<file path="src/rtl/pair_triple_stimulus_driver.sv">
// Self-test driver for a three-input majority detector: walks all 8 input
// vectors, samples the detector response and tallies ones, mismatches and the first mismatch.
module pair_triple_stimulus_driver #(
    parameter int SETTLE = 1
) (
    input  logic       clk,
    input  logic       rst,
    input  logic       start,
    output logic       in0,
    output logic       in1,
    output logic       in2,
    input  logic       det_out,
    output logic       busy,
    output logic       done,
    output logic [3:0] pass_count,
    output logic [3:0] err_count,
    output logic [2:0] first_err_idx
);

    localparam logic [1:0] IDLE = 2'd0;
    localparam logic [1:0] RUN  = 2'd1;
    localparam logic [1:0] DONE = 2'd2;

    localparam logic [3:0] SETTLE_LAST = 4'(SETTLE - 1);

    logic [1:0] state;
    logic [2:0] idx;
    logic [3:0] settle_cnt;
    logic       expected;

    function automatic logic majority(input logic a, input logic b, input logic c);
        return (a & b) | (a & c) | (b & c);
    endfunction

    assign expected = majority(in0, in1, in2);

    always_ff @(posedge clk or posedge rst) begin
        if (rst) begin
            state         <= IDLE;
            idx           <= 3'd0;
            settle_cnt    <= 4'd0;
            {in2, in1, in0} <= 3'b000;
            busy          <= 1'b0;
            done          <= 1'b0;
            pass_count    <= 4'd0;
            err_count     <= 4'd0;
            first_err_idx <= 3'd0;
        end else begin
            case (state)
                IDLE, DONE: begin
                    if (start) begin
                        state           <= RUN;
                        idx             <= 3'd0;
                        settle_cnt      <= 4'd0;
                        {in2, in1, in0} <= 3'b000;
                        busy            <= 1'b1;
                        done            <= 1'b0;
                        pass_count      <= 4'd0;
                        err_count       <= 4'd0;
                        first_err_idx   <= 3'd0;
                    end
                end
                RUN: begin
                    if (settle_cnt == SETTLE_LAST) begin
                        pass_count <= pass_count + {3'b000, det_out};
                        if (det_out != expected) begin
                            err_count <= err_count + 4'd1;
                            if (err_count == 4'd0)
                                first_err_idx <= idx;
                        end
                        if (idx == 3'd7) begin
                            state           <= DONE;
                            busy            <= 1'b0;
                            done            <= 1'b1;
                            {in2, in1, in0} <= 3'b000;
                        end else begin
                            // Drive the next vector on the same edge so it gets a full SETTLE window.
                            idx             <= idx + 3'd1;
                            settle_cnt      <= 4'd0;
                            {in2, in1, in0} <= idx + 3'd1;
                        end
                    end else begin
                        settle_cnt <= settle_cnt + 4'd1;
                    end
                end
                default: begin
                    state <= IDLE;
                    busy  <= 1'b0;
                    done  <= 1'b0;
                end
            endcase
        end
    end

endmodule

</file>
<file path="config.mk">
export PLATFORM = sky130hd
export DESIGN_NAME = pair_triple_stimulus_driver
export DESIGN_NICKNAME = d
export VERILOG_FILES = /design/src/rtl/pair_triple_stimulus_driver.sv
export SDC_FILE = /design/constraint.sdc
export NUM_CORES = 1
export LEC_CHECK = 0
export ABC_AREA = 1
export ABC_CLOCK_PERIOD_IN_PS = 1400
export BUFFER_PORTS_ARGS = -buffer_cell sky130_fd_sc_hd__buf_2
export CELL_PAD_IN_SITES_DETAIL_PLACEMENT = 1
export CELL_PAD_IN_SITES_GLOBAL_PLACEMENT = 2
export CORE_ASPECT_RATIO = 1.1
export CORE_UTILIZATION = 33
export CTS_BUF_LIST = sky130_fd_sc_hd__clkbuf_8 sky130_fd_sc_hd__clkbuf_16
export CTS_CLUSTER_DIAMETER = 120
export DETAILED_ROUTE_END_ITERATION = 10
export PLACE_DENSITY_LB_ADDON = 0.2
export SLEW_MARGIN = 20
export SYNTH_ARGS = -nofsm -noshare
export SYNTH_HDL_FRONTEND = slang
export SYNTH_SLANG_ARGS = --single-unit
</file>
<file path="constraint.sdc">
create_clock -name clk -period 1.4 [get_ports clk]
set_input_delay 0.28 -clock clk [delete_from_list [all_inputs] [get_ports clk]]
set_output_delay 0.28 -clock clk [all_outputs]
set_load 0.1 [all_outputs]
</file>
==> flow_metrics.py, run 1 <==
metrics = {
    "outcome": {
        "status": "finished clean",
    },
    "pwr": {
        "ir_drop_mv": 1.129,
        "powerDensity_nw_per_um2": 2382,
        "p_leak_nw": 0.9811,
        "power_mw": 4.804,
    },
    "hold_path": {
        "hold_path.class": "primary input to flip-flop",
        "hold_depth": 4,
        "worstHoldEndpoint": "pass_count[0]$_DFFE_PP0P_",
        "min-delay-start": "det_out",
    },
    "logic_synthesis": {
        "synth-edff-count": 0,
        "ys_seq_area_share_pct": 46.02,
        "synthCells": 147,
        "synth_compound_area_share_pct": 8.341,
        "syn-num-nets": 159,
        "synthSimpleGateAreaFrac_pct": 30.39,
        "synth_xor_area_share_pct": 2.013,
        "synth_cell_type_count": 25,
        "synth_warnings": 0,
        "synth-main-ff-cell": "dfrtp_1",
        "muxShareOfSynthArea_pct": 0,
        "syn_area_um2": 1305,
        "avgSynthCellArea_um2": 8.878,
        "synth-seq-cells": 24,
        "synthArstFlopShare_pct": 100.0,
        "synth_top_family_by_area": "simple AND/OR/NAND/NOR gates",
        "synthAdderAreaFrac_pct": 7.670,
    },
    "drt": {
        "ant_nets": 0,
        "avgRoutedWirePerCell_um": 14.49,
        "wl_um": 3506,
        "drtPass1Iterations": 4,
        "remaining_drc_errors": 0,
        "vias": 1161,
        "via_per_inst": 4.798,
        "drt_iter0_markers": 12,
    },
    "sta": {
        "max-slew-margin-rel_pct": 67.60,
        "tightestPinTransition_ps": 489.4,
        "fin_hold_ws_ps": 429.1,
        "setup_viol": 0,
        "clock_skew_ps": 2.090,
        "period_share_pct": 98.82,
        "rsz0062_at_grt": "true",
        "hold_viol": 0,
        "min_period_ps": 1383,
        "timing_max_transition_violations_final": 0,
        "fin_setup_tns_ps": 0,
        "fmax_mhz": 722.8,
    },
    "global_route": {
        "antenna_found_initial": 0,
        "grt_usage_pct": 17.52,
        "gr-total-overflow": 0,
        "grt_pass1_wl_um": 5250,
        "grt_pass1_vias": 1130,
        "grt_max_degree": 14,
    },
    "die": {
        "row_count": 23,
        "start_util_pct": 35.15,
        "die_x_um": 61.96,
        "pin_count": 20,
        "chipHeight_um": 67.96,
        "core_area_um2": 3712,
        "dieArea_um2": 4210,
    },
    "placement": {
        "dp_cells": 226,
        "finalWeightedCongestion": 0.8705,
        "port_buffers": 19,
        "place_hpwl_um": 2490,
    },
    "setup_path": {
        "r2r_cells": 8,
        "cp.required_ps": 1560,
        "endpoint_kind": "flip-flop",
        "r2r-start": "idx[1]$_DFFE_PP0P_",
        "path_cells": "ha_2 -> ha_2 -> inv_2 -> nand2_4 -> nand2_4 -> nand3_4 -> nand3_1 -> o21ai_0",
        "path_max_fanout": 5,
        "cp_slowest_cell": "dfrtp_1",
        "r2r_end": "settle_cnt[3]$_DFFE_PP0P_",
        "start_kind": "flip-flop",
        "critical-path-max-stage-delay_ps": 400,
        "rrSetupSlack_ps": 20,
        "critPathArrivalTime_ps": 1540,
        "crit_type": "flip-flop to flip-flop",
    },
    "clock_tree": {
        "clkSinkCount": 24,
        "root_buffer": "clkbuf_8",
        "clk_pin_slew_ps": 90,
        "cts_tree": "built",
        "insertion_delay_ps": 280,
        "clockBufferDepth": 2,
        "h-tree-depth": 1,
        "cts-buffers-inserted": 3,
    },
    "finish": {
        "final_common_cell": "nand2_1",
        "fin_nets": 205,
        "syn_to_final_growth_pct": 54.55,
        "layout_common_cells": "31 x nand2_1, 21 x buf_4, 14 x inv_1",
        "antenna_cells": 0,
        "final_cells": 242,
        "drive_gt1_share_pct": 51.56,
        "finish.utilization_pct": 54.33,
    },
    "run": {
        "cap_violations": 0,
    },
}
## logic make-up (layout without fill, tap and decap cells)
family | Yosys count | after routing
adder cells (fa/ha/maj) | 8 | 8
AND/OR/NAND/NOR | 76 | 76
XOR/XNOR | 3 | 3
buffers and inverters | 19 | 64
flip-flops | 24 | 24
AO/OA/AOI/OAI | 17 | 17
## worst max-delay path, delay by kind of cell, from the launching register on
family	cells	cell delay (ps)
AOI/OAI and AO/OA	1	100
adders and majority gates	2	330
buffers and inverters	1	70
DFF	1	400
and+or+nand+nor	4	360
## cell type report
type | instances | area (um2)
clock buffer | 4 | 55.05
inverter | 18 | 70.07
timing repair buffer | 42 | 431.7
fill | 420 | 1695
sequential | 24 | 626.9
tap | 50 | 62.56
multi-input combinational | 104 | 770.7
## stage by stage
| stage | setup WS (ps) | area (um2) |
|---|---|---|
| 2_1_floorplan | -116.8 | 1334 |
| 3_3_place_gp | 45.78 | 1719 |
| 3_5_place_dp | -36.21 | 1719 |
| 4_1_cts | 4.052 | 1794 |
| 5_1_grt | -44.97 | 2017 |
| 6_report | 16.52 | 2017 |
## what timing repair did
item / 4_1_cts / 5_1_grt
cloned: 0 / 0
hold buffers: 1 / 0
gates resized for setup: 2 / 36
pin swaps: 1 / 10
endpoints found under the setup margin: 5 / 22
endpoints found under the hold margin: 7 / 0
buffers inserted: 1 / 10
## power breakdown
part,switching (mW),internal [mW]
clock network,0.247,0.252
registers,0.208,0.918
logic,2.07,1.11
total,2.52,2.28
## routing by layer
metal / vias to the layer above / wire length [um] / GRT usage [%]
met5: - / 0 / 0
met4: 0 / 67 / 6.667
met3: 5 / 52 / 2.268
met2: 12 / 1945 / 30.59
met1: 580 / 1440 / 21.47
li1: 564 / - / -
## Yosys cell counts (2+ instances only)
cell type / n / area, um2
o21ai_1: 2 / 10.01
nand3_2: 4 / 40.04
or2_2: 2 / 12.51
o22ai_1: 2 / 12.51
o21ai_0: 5 / 25.02
nor2_1: 6 / 22.52
nand2_2: 3 / 18.77
inv_1: 16 / 60.06
nand3_1: 15 / 75.07
nand2_1: 38 / 142.6
a21oi_1: 2 / 10.01
o21ai_2: 4 / 35.03
ha_1: 8 / 100.1
inv_2: 2 / 7.510
nand2_4: 2 / 22.52
dfrtp_1: 24 / 600.6
xor2_1: 2 / 17.52
nand4_1: 3 / 18.77
## sequential cells by signal (all words and copies together) (netlist names)
| signal | flops |
|---|---|
| busy | 1 |
| done | 1 |
| err_count | 4 |
| first_err_idx | 3 |
| idx | 3 |
| in0 | 1 |
| in1 | 1 |
| in2 | 1 |
| pass_count | 4 |
| settle_cnt | 4 |
| state | 1 |
## worst max-delay path by stage
stage / start / depth (start not counted) / slack, ps / to
after CTS: settle_cnt[1]$_DFFE_PP0P_ / 8 / 4 / in1$_DFFE_PP0P_
after global routing: done$_DFFE_PP0P_ / 6 / -40 / first_err_idx[2]$_DFFE_PP0P_
after global placement: idx[0]$_DFFE_PP0P_ / 9 / 50 / in1$_DFFE_PP0P_
after detailed placement: idx[0]$_DFFE_PP0P_ / 9 / -40 / in1$_DFFE_PP0P_
after floorplan: pass_count[0]$_DFFE_PP0P_ / 5 / -120 / pass_count[2]$_DFFE_PP0P_
final: idx[1]$_DFFE_PP0P_ / 8 / 20 / settle_cnt[3]$_DFFE_PP0P_
Power figures use the tool's default switching activity.
==> inputs of run 2 (changes only) <==
--- a/config.mk
+++ b/config.mk
@@ -5,13 +5,11 @@
 export SDC_FILE = /design/constraint.sdc
 export NUM_CORES = 1
 export LEC_CHECK = 0
-export ABC_AREA = 1
 export ABC_CLOCK_PERIOD_IN_PS = 1400
 export BUFFER_PORTS_ARGS = -buffer_cell sky130_fd_sc_hd__buf_2
 export CELL_PAD_IN_SITES_DETAIL_PLACEMENT = 1
 export CELL_PAD_IN_SITES_GLOBAL_PLACEMENT = 2
-export CORE_ASPECT_RATIO = 1.1
-export CORE_UTILIZATION = 33
+export CORE_UTILIZATION = 35
 export CTS_BUF_LIST = sky130_fd_sc_hd__clkbuf_8 sky130_fd_sc_hd__clkbuf_16
 export CTS_CLUSTER_DIAMETER = 120
 export DETAILED_ROUTE_END_ITERATION = 10
==> run 2 against run 1 <==
Net effect: combinational power grew 19%; critical endpoint is now in0$_DFFE_PP0P_; critical path type unchanged; register-to-register slack lost 310 ps; the run now ends with setup timing left; via count grew 4.6%.
==> flow_metrics.py, run 2 <==
metrics = {
    "drt": {
        "remaining_drc_errors": 0,
        "ant_nets": 0,
        "vias": 1214,
        "drtPass1Iterations": 4,
        "wl_um": 4487,
        "via_per_inst": 5.101,
        "drt_iter0_markers": 64,
        "avgRoutedWirePerCell_um": 18.85,
    },
    "setup_path": {
        "endpoint_kind": "flip-flop",
        "r2r-start": "settle_cnt[0]$_DFFE_PP0P_",
        "start_kind": "flip-flop",
        "path_max_fanout": 5,
        "cp.required_ps": 1610,
        "crit_type": "flip-flop to flip-flop",
        "crit_path_start": "settle_cnt[0]$_DFFE_PP0P_",
        "critPathArrivalTime_ps": 1900,
    },
    "clock_tree": {
        "insertion_delay_ps": 280,
        "clk_pin_slew_ps": 100,
        "clkSinkCount": 24,
        "clockBufferDepth": 2,
        "cts-buffers-inserted": 3,
        "h-tree-depth": 1,
        "postCtsHoldBufs": 0,
        "root_buffer": "clkbuf_8",
        "cts_tree": "built",
    },
    "logic_synthesis": {
        "synth-seq-cells": 24,
        "synth_common_cells": "24 x dfrtp_1, 24 x nand2_1, 9 x nand3_1, 9 x nor2_1, 8 x ha_1",
        "avgSynthCellArea_um2": 10.20,
        "ys_seq_area_share_pct": 48.24,
        "synthCells": 122,
        "syn_area_um2": 1245,
        "synth_top_cell_by_area": "dfrtp_1",
        "synth_cell_type_count": 35,
        "synthTopCellsByArea": "dfrtp_1 48%, ha_1 8.0%, nand2_1 7.2%",
        "synthArstFlopShare_pct": 100.0,
        "synth-edff-count": 0,
        "syn-num-nets": 134,
        "synth-main-ff-cell": "dfrtp_1",
        "synth_warnings": 0,
        "synth_top_area_share_pct": 48.24,
    },
    "finish": {
        "largestRegisters": "err_count x4, pass_count x4, settle_cnt x4",
        "layout_common_cells": "39 x buf_4, 21 x nand2_1, 15 x dfrtp_1",
        "final_cell_area_um2": 2153,
        "syn_to_final_growth_pct": 72.97,
        "drive_gt1_share_pct": 57.81,
        "fin_nets": 205,
        "antenna_cells": 0,
        "final_common_cell": "buf_4",
    },
    "global_route": {
        "grt_max_degree": 25,
        "top_usage_layer": "met2",
        "gr-total-overflow": 0,
        "grt_usage_pct": 23.08,
        "use_met1_pct": 29.49,
        "grt_pass1_vias": 1239,
        "antenna_found_initial": 0,
        "grt_pass1_wl_um": 6065,
        "grt.met3_usage_pct": 1.471,
        "met2_usage_pct": 39.78,
    },
    "sta": {
        "fin_setup_tns_ps": -4572,
        "clock_skew_ps": 5.999,
        "tightestPinTransition_ps": 495.2,
        "layout_setup_ws_ps": -290.4,
        "max-slew-margin-rel_pct": 67.21,
        "period_share_pct": 120.7,
        "setup_viol": 24,
        "timing_max_transition_violations_final": 0,
        "fmax_mhz": 591.6,
        "rsz0062_at_grt": "true",
        "hold_viol": 0,
        "min_period_ps": 1690,
    },
    "pwr": {
        "ir_drop_mv": 1.401,
        "p_seq_share_pct": 22.1,
        "intPower_mw": 2.794,
        "clkPwrFrac_pct": 8.3,
        "powerDensity_nw_per_um2": 2536,
        "power_mw": 5.462,
        "p_leak_nw": 1.022,
        "switching_share_pct": 48.84,
        "p_comb_share_pct": 69.6,
        "power.switching_mw": 2.667,
    },
    "die": {
        "core_area_um2": 3363,
        "row_count": 21,
        "dieArea_um2": 3799,
        "die_x_um": 61.64,
        "pin_count": 20,
        "chipHeight_um": 61.64,
        "start_util_pct": 37.02,
    },
    "placement": {
        "place_ws_ps": -257.5,
        "port_buffers": 19,
        "finalWeightedCongestion": 0.7468,
        "place_hpwl_um": 2788,
        "placed_area_um2": 1829,
    },
    "run": {
        "cap_violations": 0,
    },
    "outcome": {
        "violations": "setup timing",
        "status": "finished, violations left",
    },
    "hold_path": {
        "hold_path.class": "primary input to async pin",
    },
}
-- run 2: routing by layer --
| metal | part of all wire (%) | vias up |
|---|---|---|
| met3 | 2.5 | 11 |
| met2 | 52 | 26 |
| met4 | 2.9 | 0 |
| met1 | 42 | 618 |
| met5 | 0 | - |
| li1 | - | 559 |
-- run 2: worst paths after layout --
kind	depth (start not counted)	slack (ps)	to
setup / recovery	6	-290	in0$_DFFE_PP0P_
hold / removal	3	30	state[0]$_DFFE_PP0P_
setup reg to reg	6	-290	in0$_DFFE_PP0P_
hold reg to reg	2	530	first_err_idx[1]$_DFFE_PP0P_
max in group asynchronous	3	1090	pass_count[0]$_DFFE_PP0P_
min in group clk	3	380	done$_DFFE_PP0P_
-- run 2: worst max-delay path: stages (launching register included) --
cell and delay (ps):
dfrtp_1 410, inv_2 90, ha_4 130, or3b_4 420, nor3_4 270, buf_4 170, a32o_1 120
-- run 2: repair_timing --
action | CTS | global route
pin swaps | 5 | 16
endpoints found under the setup margin | 23 | 25
setup buffers | 7 | 13
gates resized for setup | 13 | 21
-- run 2: kinds of logic after synthesis --
group	count (synthesis)	synth area share [%]
and+or+nand+nor	57	24.32
DFF	24	48.24
AOI/OAI and AO/OA	14	7.840
adders and majority gates	9	8.945
xor gates and xnor gates	3	2.714
buffers and inverters	9	3.015
muxes	6	4.925
-- run 2: through the flow --
step,utilization (%),cells,hold slack [ps]
final,64.03,238,32.53
after global placement,54.39,215,343.5
after detailed placement,54.39,215,346.5
after CTS,58.89,226,41.15
after global routing,64.03,238,61.90
after floorplan,-,122,294.4
-- run 2: layout make-up --
cell class | count | area [um2]
clock inverter | 1 | 3.754
timing repair buffer | 68 | 668.1
tap | 46 | 57.56
inverter | 7 | 26.28
sequential | 24 | 624.3
fill | 373 | 1210
multi-input combinational | 89 | 732.0
clock buffer | 3 | 41.29
-- run 2: power by group through the flow --
| stage | Clock, mW | Combinational [mW] | Sequential (mW) |
|---|---|---|---|
| final | 0.451 | 3.80 | 1.21 |
| after floorplan | 0 | 0.902 | 2.11 |
| after global routing | 0.486 | 4.02 | 1.23 |
| after global placement | 0 | 2.89 | 1.17 |
| after detailed placement | 0 | 3.02 | 1.20 |
| after CTS | 0.456 | 3.25 | 1.19 |
==> inputs of run 3 (changes only) <==
--- a/config.mk
+++ b/config.mk
@@ -14,6 +14,7 @@
 export CTS_CLUSTER_DIAMETER = 120
 export DETAILED_ROUTE_END_ITERATION = 10
 export PLACE_DENSITY_LB_ADDON = 0.2
+export SETUP_SLACK_MARGIN = 0.1
 export SLEW_MARGIN = 20
 export SYNTH_ARGS = -nofsm -noshare
 export SYNTH_HDL_FRONTEND = slang
==> run 3 against run 2 <==
Net effect: first-iteration DRC count fell by 20%; total power shrank 1.0%; cell count shrank 3.4%; critical path type unchanged; clock skew is 1.3 ps lower; cell area up 0.70%; sequential cell count is the same; the run still ends with setup timing left.
==> flow_metrics.py, run 3 (synthesis gave the netlist of run 2 again) <==
metrics = {
    "outcome": {
        "status": "finished, violations left",
        "violations": "setup timing",
    },
    "drt": {
        "ant_nets": 0,
        "drtPass1Iterations": 4,
        "wl_um": 4061,
        "remaining_drc_errors": 0,
        "via_per_inst": 4.987,
        "vias": 1147,
        "drt_iter0_markers": 51,
        "avgRoutedWirePerCell_um": 17.66,
    },
    "setup_path": {
        "r2r-start": "in1$_DFFE_PP0P_",
        "cp_top_family": "compound AO/OA/AOI/OAI gates",
        "cp.required_ps": 1570,
        "crit_type": "flip-flop to flip-flop",
        "rrSetupSlack_ps": -260,
        "endpoint_kind": "flip-flop",
        "r2r_cells": 4,
        "path_cells": "maj3_2 -> xnor2_4 -> o311a_1 -> a31o_2",
        "critPathArrivalTime_ps": 1830,
        "cp_slowest_cell": "dfrtp_4",
        "critPathBufInv": 0,
        "r2r_end": "err_count[2]$_DFFE_PP0P_",
        "start_kind": "flip-flop",
        "critical-path-max-stage-delay_ps": 500,
        "path_max_fanout": 5,
    },
    "sta": {
        "hold_viol": 0,
        "setup_viol": 21,
        "min_period_ps": 1659,
        "max-slew-margin-rel_pct": 76.67,
        "tightestPinTransition_ps": 345.5,
        "period_share_pct": 118.5,
        "fmax_mhz": 602.8,
        "layout_setup_ws_ps": -258.8,
        "clock_skew_ps": 4.695,
        "timing_max_transition_violations_final": 0,
        "rsz0062_at_grt": "true",
    },
    "pwr": {
        "p_leak_nw": 0.9920,
        "powerDensity_nw_per_um2": 2492,
        "ir_drop_mv": 1.415,
    },
    "global_route": {
        "antenna_found_initial": 0,
        "grt_max_degree": 25,
        "grt_usage_pct": 23.40,
        "grt_pass1_vias": 1268,
        "grt_pass1_wl_um": 6216,
        "gr-total-overflow": 0,
    },
    "run": {
        "cap_violations": 0,
    },
    "clock_tree": {
        "insertion_delay_ps": 270,
        "postCtsHoldBufs": 0,
        "clockBufferDepth": 2,
        "clkSinkCount": 24,
        "cts-buffers-inserted": 3,
        "cts_tree": "built",
        "clk_pin_slew_ps": 90,
        "root_buffer": "clkbuf_8",
        "h-tree-depth": 1,
    },
    "placement": {
        "dp_cells": 216,
        "place_hpwl_um": 2632,
        "finalWeightedCongestion": 0.7250,
        "port_buffers": 19,
    },
    "finish": {
        "fin_nets": 197,
        "finish.utilization_pct": 64.47,
        "antenna_cells": 0,
        "drive_gt1_share_pct": 58.70,
        "layout_common_cells": "33 x buf_4, 22 x nand2_1, 15 x dfrtp_1",
        "final_cells": 230,
        "final_common_cell": "buf_4",
        "syn_to_final_growth_pct": 74.17,
        "largestRegisters": "err_count x4, pass_count x4, settle_cnt x4",
    },
    "die": {
        "core_area_um2": 3363,
        "die_x_um": 61.64,
        "start_util_pct": 37.02,
        "dieArea_um2": 3799,
        "chipHeight_um": 61.64,
        "pin_count": 20,
        "row_count": 21,
    },
    "hold_path": {
        "hold_path.class": "primary input to async pin",
    },
}
-- run 3: cell types whose count changed in the layout (fill, tap and decap cells not counted), sizes merged --
cell and change:
buf -7, inv -1
-- run 3: final cells by class --
| class | count | area (um2) |
|---|---|---|
| repair buffers | 60 | 638.1 |
| fillers | 367 | 1195 |
| clock buffers | 4 | 55.05 |
| inverters | 7 | 26.28 |
| well taps | 46 | 57.56 |
| multi-input cells | 89 | 767.0 |
| flip-flops and latches | 24 | 624.3 |
-- run 3: repair_timing --
action                     4_1_cts  5_1_grt
setup endpoints to repair       33       31
resized for setup               27       11
setup buffers                    7        4
pin swaps                        8        4
gates cloned                     0        0
-- run 3: worst max path at each step --
| stage | start | endpoint | slack, ps | depth (start not counted) |
|---|---|---|---|---|
| global placement | in0$_DFFE_PP0P_ | first_err_idx[1]$_DFFE_PP0P_ | -210 | 4 |
| global route | settle_cnt[0]$_DFFE_PP0P_ | first_err_idx[2]$_DFFE_PP0P_ | -320 | 7 |
| detailed placement | settle_cnt[1]$_DFFE_PP0P_ | idx[0]$_DFFE_PP0P_ | -250 | 5 |
| CTS | in1$_DFFE_PP0P_ | err_count[2]$_DFFE_PP0P_ | -230 | 4 |
| floorplan | in1$_DFFE_PP0P_ | err_count[2]$_DFFE_PP0P_ | -380 | 4 |
| finish | in1$_DFFE_PP0P_ | err_count[2]$_DFFE_PP0P_ | -260 | 4 |
-- run 3: power breakdown --
| part | switching [mW] | internal, mW | leakage (nW) | total [mW] |
|---|---|---|---|---|
| sequential | 0.269 | 0.970 | 0.293 | 1.24 |
| combinational | 2.08 | 1.60 | 0.671 | 3.67 |
| clock | 0.239 | 0.252 | 0.0288 | 0.491 |
| total | 2.59 | 2.82 | 0.992 | 5.40 |
-- run 3: tightest hold or removal path, cell delays in order --
cell	delay [ps]
buf_2	100
inv_1	50
buf_4	310
-- run 3: per-layer routing --
metal  vias up  GRT usage [%]  wire, um
met5         -              0         0
li1        543              -         -
met3         4          3.151        83
met1       583          28.33      1667
met2        17          42.24      2259
met4         0          8.254        49
-- run 3: metrics by stage --
step	worst slack, ps	cell area (um2)	total power [mW]	hold WS, ps	TNS [ps]
2_1_floorplan	-376.5	1343	3.066	294.4	-2659
3_3_place_gp	-210.9	1897	4.134	343.1	-2441
3_5_place_dp	-248.8	1897	4.274	363.4	-3539
4_1_cts	-233.6	2108	5.176	69.88	-3027
5_1_grt	-323.6	2168	5.677	74.19	-5197
6_report	-258.8	2168	5.404	49.22	-3838
